[src/rtl/stopwatch_ctrl.sv]
// stopwatch_ctrl
//   Front-panel controller for the stopwatch. Each of the three raw buttons
//   goes through a 2-flop synchronizer and a counter debouncer. The debounced
//   release of a button is its event. The events drive an
//   IDLE/RUN/PAUSE/LAP state machine and a speed-code stepper.
// Ports
//   clk       system clock
//   rst       synchronous active-low reset
//   btn_ss    raw start/stop button (active-high, asynchronous)
//   btn_lr    raw lap/reset button (active-high, asynchronous)
//   btn_spd   raw speed-select button (active-high, asynchronous)
//   run_en    divider enable, high in RUN and LAP
//   clr       one-cycle pulse that zeroes the time counters
//   lap_hold  display freeze, high only in LAP
//   quick     4-bit divider speed code
//   state     IDLE=00 RUN=01 PAUSE=10 LAP=11
module stopwatch_ctrl #(
  parameter int DEBOUNCE_CYC = 500000,
  parameter int CNT_W        = 20
) (
  input  logic       clk,
  input  logic       rst,
  input  logic       btn_ss,
  input  logic       btn_lr,
  input  logic       btn_spd,
  output logic       run_en,
  output logic       clr,
  output logic       lap_hold,
  output logic [3:0] quick,
  output logic [1:0] state
);

  localparam logic [1:0] IDLE  = 2'b00;
  localparam logic [1:0] RUN   = 2'b01;
  localparam logic [1:0] PAUSE = 2'b10;
  localparam logic [1:0] LAP   = 2'b11;

  localparam logic [CNT_W-1:0] CNT_LAST = CNT_W'(DEBOUNCE_CYC - 1);

  // Button lanes: [0]=ss, [1]=lr, [2]=spd
  logic [2:0]            btn;
  logic [2:0]            s1_q, s2_q, lvl_q, fall_q;
  logic [2:0][CNT_W-1:0] cnt_q;

  assign btn = {btn_spd, btn_lr, btn_ss};

  // The debounce counter runs only while the synchronized input disagrees with
  // the debounced level. A single agreeing sample restarts it, so glitches
  // shorter than DEBOUNCE_CYC never flip the level. fall_q is registered.
  // This register stage accounts for the +3 in the release-to-output latency
  // (two synchronizer flops, this flop, and then the FSM registers).
  always_ff @(posedge clk) begin
    if (!rst) begin
      s1_q   <= '0;
      s2_q   <= '0;
      lvl_q  <= '0;
      fall_q <= '0;
      cnt_q  <= '0;
    end else begin
      s1_q <= btn;
      s2_q <= s1_q;
      for (int i = 0; i < 3; i++) begin
        fall_q[i] <= 1'b0;
        if (s2_q[i] == lvl_q[i]) begin
          cnt_q[i] <= '0;
        end else if (cnt_q[i] == CNT_LAST) begin
          lvl_q[i]  <= s2_q[i];
          cnt_q[i]  <= '0;
          fall_q[i] <= lvl_q[i];   // level was 1 and is going to 0: release
        end else begin
          cnt_q[i] <= cnt_q[i] + 1'b1;
        end
      end
    end
  end

  logic       ss_ev, lr_ev, spd_ev;
  logic [1:0] state_q, state_d;
  logic [3:0] idx_q, idx_d, quick_q;
  logic       clr_q, clr_d, run_en_q, lap_hold_q;

  assign ss_ev  = fall_q[0];
  assign lr_ev  = fall_q[1];
  assign spd_ev = fall_q[2];

  function automatic logic [3:0] qmap(input logic [3:0] idx);
    case (idx)
      4'd1:    qmap = 4'b1000;
      4'd2:    qmap = 4'b0100;
      4'd3:    qmap = 4'b0010;
      4'd4:    qmap = 4'b0001;
      4'd5:    qmap = 4'b0111;
      4'd6:    qmap = 4'b1011;
      4'd7:    qmap = 4'b1101;
      4'd8:    qmap = 4'b1110;
      default: qmap = 4'b0000;
    endcase
  endfunction

  // ss takes priority: it is checked first in every state, so a coincident lr
  // event is dropped.
  always_comb begin
    state_d = state_q;
    clr_d   = 1'b0;
    idx_d   = idx_q;
    case (state_q)
      IDLE: begin
        if (ss_ev)      state_d = RUN;
        else if (lr_ev) clr_d   = 1'b1;
      end
      RUN: begin
        if (ss_ev)      state_d = PAUSE;
        else if (lr_ev) state_d = LAP;
      end
      LAP: begin
        if (ss_ev)      state_d = PAUSE;
        else if (lr_ev) state_d = RUN;
      end
      PAUSE: begin
        if (ss_ev) begin
          state_d = RUN;
        end else if (lr_ev) begin
          state_d = IDLE;
          clr_d   = 1'b1;
        end
      end
      default: state_d = IDLE;
    endcase
    // The speed step is gated on the pre-transition state.
    if (spd_ev && (state_q == IDLE || state_q == PAUSE))
      idx_d = (idx_q >= 4'd8) ? 4'd0 : idx_q + 4'd1;
  end

  // The outputs are decoded from the next state, so they change on the same
  // edge as state. clr is raised only when going to or staying in IDLE.
  // For this reason clr and run_en are never high together.
  always_ff @(posedge clk) begin
    if (!rst) begin
      state_q    <= IDLE;
      idx_q      <= '0;
      quick_q    <= '0;
      clr_q      <= 1'b0;
      run_en_q   <= 1'b0;
      lap_hold_q <= 1'b0;
    end else begin
      state_q    <= state_d;
      idx_q      <= idx_d;
      quick_q    <= qmap(idx_d);
      clr_q      <= clr_d;
      run_en_q   <= (state_d == RUN) || (state_d == LAP);
      lap_hold_q <= (state_d == LAP);
    end
  end

  assign state    = state_q;
  assign quick    = quick_q;
  assign clr      = clr_q;
  assign run_en   = run_en_q;
  assign lap_hold = lap_hold_q;

endmodule
[config.mk]
export PLATFORM = sky130hd
export DESIGN_NAME = stopwatch_ctrl
export DESIGN_NICKNAME = d
export VERILOG_FILES = /design/src/rtl/stopwatch_ctrl.sv
export SDC_FILE = /design/constraint.sdc
export NUM_CORES = 1
export LEC_CHECK = 0
export CELL_PAD_IN_SITES_DETAIL_PLACEMENT = 1
export CELL_PAD_IN_SITES_GLOBAL_PLACEMENT = 1
export CORE_ASPECT_RATIO = 1.5
export CORE_MARGIN = 2
export CORE_UTILIZATION = 38
export CTS_BUF_LIST = sky130_fd_sc_hd__clkbuf_16
export DETAILED_ROUTE_END_ITERATION = 8
export PLACE_DENSITY = 0.73
export SLEW_MARGIN = 20
export SYNTH_ARGS = -nofsm -noshare
export SYNTH_HDL_FRONTEND = slang
export SYNTH_SLANG_ARGS = --single-unit
[constraint.sdc]
create_clock -name clk -period 5.65 [get_ports clk]
set_clock_uncertainty 0.15 [all_clocks]
set_input_delay 0.565 -clock clk [delete_from_list [all_inputs] [get_ports clk]]
set_output_delay 0.565 -clock clk [all_outputs]
set_load 0.02 [all_outputs]
; After elaboration in Yosys (flattened, before gate mapping)
; Memories as Yosys holds them, arrays and structs flattened. A register that Yosys moved wholly into a read port is not among the register bits.
; Index checks and enable logic that the tools add are counted.
[word_totals]
output_inout_bits = 9
ff_bits = 81
mem_count = 1
romBits = 64
in_bits = 5
wordCells = 68
[classes]
n_lt_le_gt_ge = 1
n_reduce_logical = 16
addsub = 4
n_bitwise = 8
n_eq_ne = 11
mux = 11
[mem_list]
columns = name, words, word_bits, read_ports, rd_ports_with_merged_regs, wr, line_no
row1 = (no name shown), 16, 4, 1, 1, 0, 87  ; case (idx)
[op_table]
columns = op, count
row1 = $add 20x1->20 const B, 3
row2 = $eq 20x19->1 const B, 3
row3 = $reduce_or 3->1, 7
row4 = $mux 2, 7
row5 = $mux 4, 2
row6 = $not 1->1, 8
row7 = $pmux 2 s4, 1
row8 = $eq 2x2->1 const B, 3
row9 = $reduce_and 2->1, 3
row10 = $add 4x1->4 const B, 1
row11 = $eq 2x1->1 const B, 2
row12 = $ge 4x4->1 const B, 1
row13 = $eq 1x1->1, 3
row14 = $logic_not 2->1, 1
row15 = $logic_or 1x1->1, 2
row16 = $reduce_or 2->1, 1
row17 = $logic_and 1x1->1, 1
row18 = $logic_not 1->1, 1
row19 = $mux 1, 1

; Logic depth before layout (Yosys ltp)
; Gate-level depths: netlist of run 1.
[logic_depth]
word_depth = 5
mapped_depth = 8
depth_no_buf = 8

; Worst setup path before layout of run 1
; OpenSTA, ideal clock, no wires.
[synth_timing]
path_kind = flip-flop to flip-flop
from = reg state_q[0] (netlist: state[0])
to = reg quick_q[1] (netlist: quick[1])
arrival_ns = 1.808
required_time_ns = 5.430
setup_slack_ns = 3.622
setup_ns = 0.070
path_stages_with_launch = 8
period_less_slack_ns = 2.028
path_buffers = 1
cell_sequence = dfxtp_1 > nand2b_4 > buf_6 > mux2_2 > inv_1 > ha_1 > mux2_2 > o2bb2ai_1
[synth_via]
elab_chain_cells = 4
[synth_rtl]
columns = item, line_no
row1 = start: declaration, 78  ; logic [1:0] state_q, state_d;
row2 = start signal: assignment, 146  ; state_q <= state_d;
row3 = $eq 2x2->1 or $logic_not 2->1 (tied branches), 130  ; if (spd_ev && (state_q == IDLE || state_q == PAUSE))
row4 = $logic_or 1x1->1 *, 130
row5 = $logic_and 1x1->1 *, 130
row6 = $mux 4 *, 130
row7 = end: declaration, 79  ; logic [3:0] idx_q, idx_d, quick_q;
; Every way passes the cells marked *; elsewhere a longest branch is shown, timed or not.
; A chain may end at the register's enable or synchronous reset.

; Worst setup path after layout of run 1
[layout_timing]
from = in rst
to = reg cnt_q[28] in the netlist's numbering
[layout_via]
elab_chain_cells = 2
[layout_rtl]
columns = item, line_no
row1 = start: declaration, 22  ; input logic rst,
row2 = $not 1->1 (no source line), -
row3 = $reduce_or 3->1 (no source line), -
row4 = end signal: indexed assignment, 71  ; cnt_q[i] <= cnt_q[i] + 1'b1;
row5 = end: declaration, 43  ; logic [2:0][CNT_W-1:0] cnt_q;
; Every way passes these cells.

==> results.md, run 1 <==
| Parameter | This run | Unit |
|---|---|---|
| Static leakage power | 1.38 | nW |
| Most Used Layer, Global Route | met2 | - |
| Post-layout utilization of the core | 44.5 | % |
| Final slew viol count | 0 | - |
| Power density over the cells | 305 | nW/um2 |
| Cell types with the largest area share after synthesis | sky130_fd_sc_hd__dfxtp_1, sky130_fd_sc_hd__xor2_1, sky130_fd_sc_hd__nor2_1 | - |
| Overall global routing resource usage | 15.7 | % |
| Max-cap violation count | 0 | - |
| Critical path start-end classification | in2reg | - |
| Worst Setup End Kind | flip-flop | - |
| Cell Area, Synth | 3600 | um2 |
| TritonCTS Buffers | 9 | - |
| CTS sink cnt | 85 | - |
| I/O Buffers | 13 | - |
| Core ar. | 9250 | um2 |
| Post-synth EDFFs | 0 | - |
| Final critical path time including I/O delays and setup | 2.48 | ns |
| Worst hold-check slack | 0.284 | ns |
| Synthesized area divided by synthesized cell count | 9.17 | um2 |
| Post-CTS setup buffers | 0 | - |
| Global-route wire length before repair | 13000 | um |
| Max Clock Freq | 404 | MHz |
| Number of warnings issued by yosys | 0 | - |
| Synthesized instance count | 392 | - |
| Antenna violations before repair | 0 | - |
| Routed via count divided by cell count | 5.15 | - |
| Type of the most critical hold path | reg2reg | - |
| Top library cells by usage in the layout, fill and taps aside | sky130_fd_sc_hd__dfxtp_1, sky130_fd_sc_hd__nor2_1, sky130_fd_sc_hd__xor2_1, sky130_fd_sc_hd__nand3_1, sky130_fd_sc_hd__nand2_1 | - |
| Total power | 1.26 | mW |
| Setup repair after global routing missed its margin | no | - |
| Effective utilization at floorplan | 38.9 | % |
| Total DRC errors in the routed layout | 0 | - |
| Die width | 83.4 | um |
| Clock-pin slew reported for the worst setup and hold paths after clock tree synthesis | 0.06 | ns |
| Synth Net Count | 403 | - |
| Outcome | finished, final reports clean | - |
| Met1 track demand over resource in global routing | 17.0 | % |
| CTS H-tree depth | 3 | - |
| Area delta synth->final | 14.6 | % |
| Maximum vdd drop | 0.208 | mV |
| Chip height | 123 | um |
| Pin count of the biggest net entering global routing | 21 | - |
| Number of storage elements in the synthesis netlist | 85 | - |
| Row Count | 43 | - |
| Ratio of cells with drive above 1 in the final layout | 7.32 | % |
| Final #Nets | 416 | - |
| GR Layer Usage met2 | 28.9 | % |
| Final setup violation count | 0 | - |
| Number of vias after detailed routing | 2686 | - |
| Clock latency on the worst-skew pair | 0.34 | ns |
| Slew margin rel. | 47.9 | % |
| Share of the cycle needed by the critical path after routing | 43.8 | % |
| Die area | 10300 | um2 |
| Final-layout setup total negative slack | 0 | ns |
| Transition time of the tightest slew-check pin | 0.774 | ns |
| Critical Path Start Type | input port | - |
| Detailed Route Iter0 Violations | 71 | - |
| Hold bufs inserted after CTS | 0 | - |
| Post-route ant nets | 0 | - |
| Number of global-route vias before repair | 2842 | - |
| Routed wire length | 7320 | um |
| Layout filler cell count | 1080 | - |
| CTS tree | built | - |
| Top-Level Pins | 14 | - |
| Root Buffer Master | sky130_fd_sc_hd__clkbuf_16 | - |
| Count of cells resized by post-cts repair | 0 | - |
| Maximum buffer depth of the clock tree | 2 | - |
| Ant diodes | 0 | - |
| Worst EP arrival | 2.60 | ns |
| Overflow left after global routing | 0 | - |
| Share of synthesized flip-flops with an asynchronous set or reset | 0 | % |
| GR Layer Usage met3 | 3.60 | % |
| Fraction of post-synthesis cell area in the top cell type by area | 47.3 | % |
| Worst-path fanout max | 20 | - |
| Portion of the post-synthesis area used by sequential elements | 47.3 | % |
| Library cell with the largest summed area after synthesis | sky130_fd_sc_hd__dfxtp_1 | - |
| Per-cell routed wire length | 14.0 | um |
| Routability-driven placement congestion ratio | 0.775 | - |
| Number of optimization iterations in the first detailed-route pass | 4 | - |
| Distinct cell type count of the synthesized netlist | 41 | - |
| Final HPWL from detailed placement | 5080 | um |
| Hold Fails Final Rpt | 0 | - |
| Required time reported for the critical path endpoint | 5.77 | ns |
| Most frequent standard cell in the layout excluding fill and tap cells | sky130_fd_sc_hd__dfxtp_1 | - |
| Predominant post-synthesis flop cell | sky130_fd_sc_hd__dfxtp_1 | - |
## through the flow
step / worst slack, ns / cell area (um2) / std cells
after CTS: 3.14 / 4120 / 522
after detailed placement: 2.80 / 3800 / 506
after global placement: 2.89 / 3800 / 506
after global routing: 2.98 / 4120 / 522
final: 3.17 / 4120 / 522
after floorplan: 3.62 / 3600 / 392
## synthesized netlist by cell type, drive strengths merged (4+ instances only)
| master | n |
|---|---|
| and3 | 9 |
| buf | 5 |
| inv | 11 |
| nor2 | 80 |
| ha | 6 |
| xor2 | 39 |
| nand3 | 25 |
| nand2 | 24 |
| a21oi | 4 |
| nand4 | 19 |
| nor4b | 7 |
| dfxtp | 85 |
| clkbuf | 6 |
| nor4 | 9 |
| and4 | 5 |
| and2 | 9 |
| xnor2 | 21 |
## registers in the layout, indices dropped and copies added (netlist names), 2 cells and up
name	cells
fall_q	3
state	2
cnt_q	60
lvl_q	3
s2_q	3
idx_q	4
quick	4
s1_q	3
## layer usage
metal / part of all wire, % / wire length, um / up-vias
met3: 2.0 / 147 / 10
met1: 44 / 3240 / 1305
met4: 2.2 / 161 / 0
met5: 0 / 0 / -
met2: 52 / 3770 / 23
li1: - / - / 1348
## critical path, cell delays in order
cell                              delay, ns
sky130_fd_sc_hd__clkdlybuf4s50_1       0.76
sky130_fd_sc_hd__inv_1                 0.31
sky130_fd_sc_hd__or3_1                 0.74
sky130_fd_sc_hd__nor2_1                0.20
## area by class of cell
type	count	area [um2]	share of cell area (%)
Timing Repair Buffer	13	130	3.16
Multi-Input combinational cell	285	1790	43.3
Tap cell	112	140	3.40
Clock buffer	9	225	5.46
Sequential cell	85	1700	41.3
Inverter	11	41.3	1.00
Clock inverter	7	97.6	2.37
## report_power, final
part | leakage [nW] | switching, mW | total (mW) | internal, mW
registers | 0.686 | 0.00168 | 0.603 | 0.602
clock network | 0.158 | 0.251 | 0.642 | 0.390
logic | 0.539 | 0.00799 | 0.0130 | 0.00502
total | 1.38 | 0.261 | 1.26 | 0.997
## path summary, 6_finish.rpt
kind                                           start                   end  slack (ns)  cells past startpoint
worst max-delay path                             rst  cnt_q[28]$_SDFF_PP0_        3.17                      4
worst min-delay path              s1_q[2]$_SDFF_PN0_    s2_q[2]$_SDFF_PN0_        0.28                      1
worst max register to register  cnt_q[20]$_SDFF_PP0_  cnt_q[28]$_SDFF_PP0_        3.30                      6
worst min register to register    s1_q[2]$_SDFF_PN0_    s2_q[2]$_SDFF_PN0_        0.28                      1
## logic make-up (layout without fill, tap and decap cells)
family          Yosys count  in the layout  share of synthesized area (%)
mux                       6              6                           1.77
compound gates           11             11                           1.88
fa+ha+maj                 6              6                           2.09
simple gates            202            202                           29.3
xor+xnor                 60             60                           14.6
flops                    85             85                           47.3
buf+inv                  22             40                           3.03
No activity file was read; power rests on OpenSTA's default activity.
==> inputs of run 2 (changes only) <==
==> constraint.sdc (replaced) <==
create_clock -name clk -period 2.6 [get_ports clk]
set_clock_uncertainty 0.15 [all_clocks]
set_input_delay 0.26 -clock clk [delete_from_list [all_inputs] [get_ports clk]]
set_output_delay 0.26 -clock clk [all_outputs]
set_load 0.02 [all_outputs]
==> results.md, run 2 (synthesis results as in run 1) <==
| Parameter | This run | Unit | Change |
|---|---|---|---|
| Ant diodes | 0 | - | unchanged |
| Row Count | 43 | - | unchanged |
| Routed wire length | 7170 | um | -2.0% |
| Worst Setup End Kind | flip-flop | - |  |
| Overall global routing resource usage | 15.2 | % | -0.43 points |
| Worst-path fanout max | 20 | - | unchanged |
| Biggest register | cnt_q | - |  |
| I/O Buffers | 13 | - | unchanged |
| Hold Path Depth | 1 | - | unchanged |
| Reg2reg path depth | 7 | - | +1 |
| Post-route ant nets | 0 | - | unchanged |
| Area delta synth->final | 15.1 | % |  |
| Top library cells by usage in the layout, fill and taps aside | sky130_fd_sc_hd__dfxtp_1, sky130_fd_sc_hd__nor2_1, sky130_fd_sc_hd__xor2_1, sky130_fd_sc_hd__nand3_1, sky130_fd_sc_hd__nand2_1 | - |  |
| Final setup violation count | 0 | - | unchanged |
| CTS tree | built | - |  |
| Detailed Route Iter0 Violations | 54 | - | -24% |
| Multi-input gate area in the final layout | 1790 | um2 | unchanged |
| Switching share of power | 21.2 | % | +0.43 points |
| Clock latency on the worst-skew pair | 0.34 | ns | about the same |
| Top cell by count, worst path | sky130_fd_sc_hd__nor2_1 | - |  |
| Antenna violations before repair | 0 | - | unchanged |
| Final slew viol count | 0 | - | unchanged |
| Pin count of the biggest net entering global routing | 21 | - | unchanged |
| Final #Nets | 421 | - | +1.2% |
| Routed via count divided by cell count | 5.11 | - | -0.76% |
| Maximum buffer depth of the clock tree | 2 | - | unchanged |
| Number of vias after detailed routing | 2691 | - | +0.19% |
| Root Buffer Master | sky130_fd_sc_hd__clkbuf_16 | - |  |
| Hold Fails Final Rpt | 0 | - | unchanged |
| Die area | 10300 | um2 | unchanged |
| Per-cell routed wire length | 13.6 | um | -2.9% |
| End point of the most critical hold path | s2_q[1]$_SDFF_PN0_ | - |  |
| Effective utilization at floorplan | 38.9 | % | unchanged |
| Share of the cycle needed by the critical path after routing | 83.7 | % |  |
| Max-cap violation count | 0 | - | unchanged |
| Maximum vdd drop | 0.423 | mV | +100% |
| Routability-driven placement congestion ratio | 0.801 | - | +3.3% |
| Clock-pin slew reported for the worst setup and hold paths after clock tree synthesis | 0.06 | ns | about the same |
| Seq pwr share | 50.0 | % | +2.0 points |
| Max Clock Freq | 460 | MHz |  |
| Internal cell power | 2.07 | mW | +110% |
| Type of the most critical hold path | reg2reg | - |  |
| Worst reg2reg endpoint | cnt_q[25]$_SDFF_PP0_ | - |  |
| Cells along the critical path | ha_1 -> nor4b_1 -> nand4_1 -> nor2_1 -> or3_1 -> buf_4 -> nor2_1 | - |  |
| Required time reported for the critical path endpoint | 2.68 | ns | -3.09 ns |
| Outcome | finished, final reports clean | - |  |
| Layout filler cell count | 1058 | - | -2.0% |
| Slew margin rel. | 57.3 | % | +9.3 points |
| Total DRC errors in the routed layout | 0 | - | unchanged |
| Setup repair after global routing missed its margin | no | - |  |
| Worst path max stage delay | 0.39 | ns | -0.37 ns |
| TritonCTS Buffers | 9 | - | unchanged |
| Most frequent standard cell in the layout excluding fill and tap cells | sky130_fd_sc_hd__dfxtp_1 | - |  |
| Chip height | 123 | um | unchanged |
| Final HPWL from detailed placement | 5060 | um | -0.42% |
| Minimum setup slack after placement | 0.458 | ns | -2.34 ns |
| Hold bufs inserted after CTS | 0 | - | unchanged |
| Top-Level Pins | 14 | - | unchanged |
| Core ar. | 9250 | um2 | unchanged |
| Slack of the worst reg-to-reg path | 0.42 | ns | -2.88 ns |
| Combinational share of power | 1.2 | % | +0.2 points |
| Number of global-route vias before repair | 2799 | - | -1.5% |
| Transition time of the tightest slew-check pin | 0.635 | ns | -0.138 ns |
| Global-route wire length before repair | 12700 | um | -2.8% |
| Ratio of cells with drive above 1 in the final layout | 8.67 | % | +1.4 points |
| Critical path start-end classification | reg2reg | - |  |
| Worst EP arrival | 2.25 | ns | -0.35 ns |
| CTS sink cnt | 85 | - | unchanged |
| Top delay family on crit path | simple AND/OR/NAND/NOR gates | - |  |
| Number of optimization iterations in the first detailed-route pass | 4 | - | unchanged |
| Crit path max-delay cell type | sky130_fd_sc_hd__dfxtp_1 | - |  |
| Overflow left after global routing | 0 | - | unchanged |
| Static leakage power | 1.39 | nW | +0.50% |
| Final critical path time including I/O delays and setup | 2.18 | ns |  |
| Hold Path Origin | s1_q[1]$_SDFF_PN0_ | - |  |
| CTS H-tree depth | 3 | - | unchanged |
| Bufs and invs on worst path | 1 | - | -1 |
| Reg area | 1700 | um2 | unchanged |
| Reg-to-reg critical path startpoint | cnt_q[20]$_SDFF_PP0_ | - |  |
| Power density over the cells | 634 | nW/um2 | +110% |
| Setup ws final | 0.424 | ns | -2.75 ns |
| Count of cells resized by post-cts repair | 0 | - | unchanged |
| Max FFs per register | 60 | - | unchanged |
| Final-layout setup total negative slack | 0 | ns | unchanged |
| Post-CTS setup buffers | 0 | - | unchanged |
| Clock share of power | 48.8 | % | -2.2 points |
| Net load switching power | 0.556 | mW | +110% |
| Critical Path Start Type | flip-flop | - |  |
| Die width | 83.4 | um | unchanged |
==> run 2: worst max-delay path by stage <==
| stage | from | slack (ns) | to | depth (start not counted) |
|---|---|---|---|---|
| floorplan | state[0]$_SDFF_PN0_ | 0.57 | quick[1]$_SDFF_PN0_ | 7 |
| global placement | idx_q[0]$_SDFF_PN0_ | 0.54 | quick[1]$_SDFF_PN0_ | 8 |
| detailed placement | idx_q[0]$_SDFF_PN0_ | 0.46 | quick[1]$_SDFF_PN0_ | 8 |
| CTS | cnt_q[20]$_SDFF_PP0_ | 0.36 | cnt_q[26]$_SDFF_PP0_ | 7 |
| global route | cnt_q[20]$_SDFF_PP0_ | 0.21 | cnt_q[25]$_SDFF_PP0_ | 7 |
| finish | cnt_q[20]$_SDFF_PP0_ | 0.42 | cnt_q[25]$_SDFF_PP0_ | 7 |
==> run 2: routing by layer <==
| metal | GRT usage (%) | wire [um] | up-vias |
|---|---|---|---|
| met5 | 0 | 0 | - |
| met4 | 6.35 | 136 | 0 |
| met3 | 3.81 | 162 | 8 |
| met2 | 27.6 | 3710 | 18 |
| met1 | 17.1 | 3160 | 1305 |
| li1 | - | - | 1360 |
==> run 2: power by group through the flow <==
stage,logic [mW],clock network [mW],registers (mW)
final,0.0319,1.28,1.31
after global routing,0.0366,1.38,1.31
after CTS,0.0328,1.33,1.31
after detailed placement,0.0327,0,1.34
after global placement,0.0322,0,1.34
after floorplan,0.0202,0,1.34
==> run 2: final cells by class <==
type	instances	share of cell area (%)
Tap cell	112	3.39
Sequential cell	85	41.1
Multi-Input combinational cell	285	43.2
Clock buffer	9	5.44
Timing Repair Buffer	18	4.05
Clock inverter	7	1.84
Inverter	11	0.998
==> run 2: stage by stage <==
| stage | cell area, um2 | power (mW) | instances | util, % | hold WS (ns) |
|---|---|---|---|---|---|
| finish | 4140 | 2.62 | 527 | 44.7 | 0.302 |
| floorplan | 3600 | 1.36 | 392 | - | 0.237 |
| CTS | 4140 | 2.67 | 527 | 44.7 | 0.296 |
| global route | 4140 | 2.73 | 527 | 44.7 | 0.331 |
| detailed placement | 3840 | 1.37 | 511 | 41.5 | 0.282 |
| global placement | 3840 | 1.37 | 511 | 41.5 | 0.267 |
==> run 2: worst reg2reg max path, cell delays in order (launching register included) <==
cell and delay (ns):
sky130_fd_sc_hd__dfxtp_1 0.39, sky130_fd_sc_hd__ha_1 0.27, sky130_fd_sc_hd__nor4b_1 0.38, sky130_fd_sc_hd__nand4_1 0.21
sky130_fd_sc_hd__nor2_1 0.20, sky130_fd_sc_hd__or3_1 0.14, sky130_fd_sc_hd__buf_4 0.23, sky130_fd_sc_hd__nor2_1 0.08
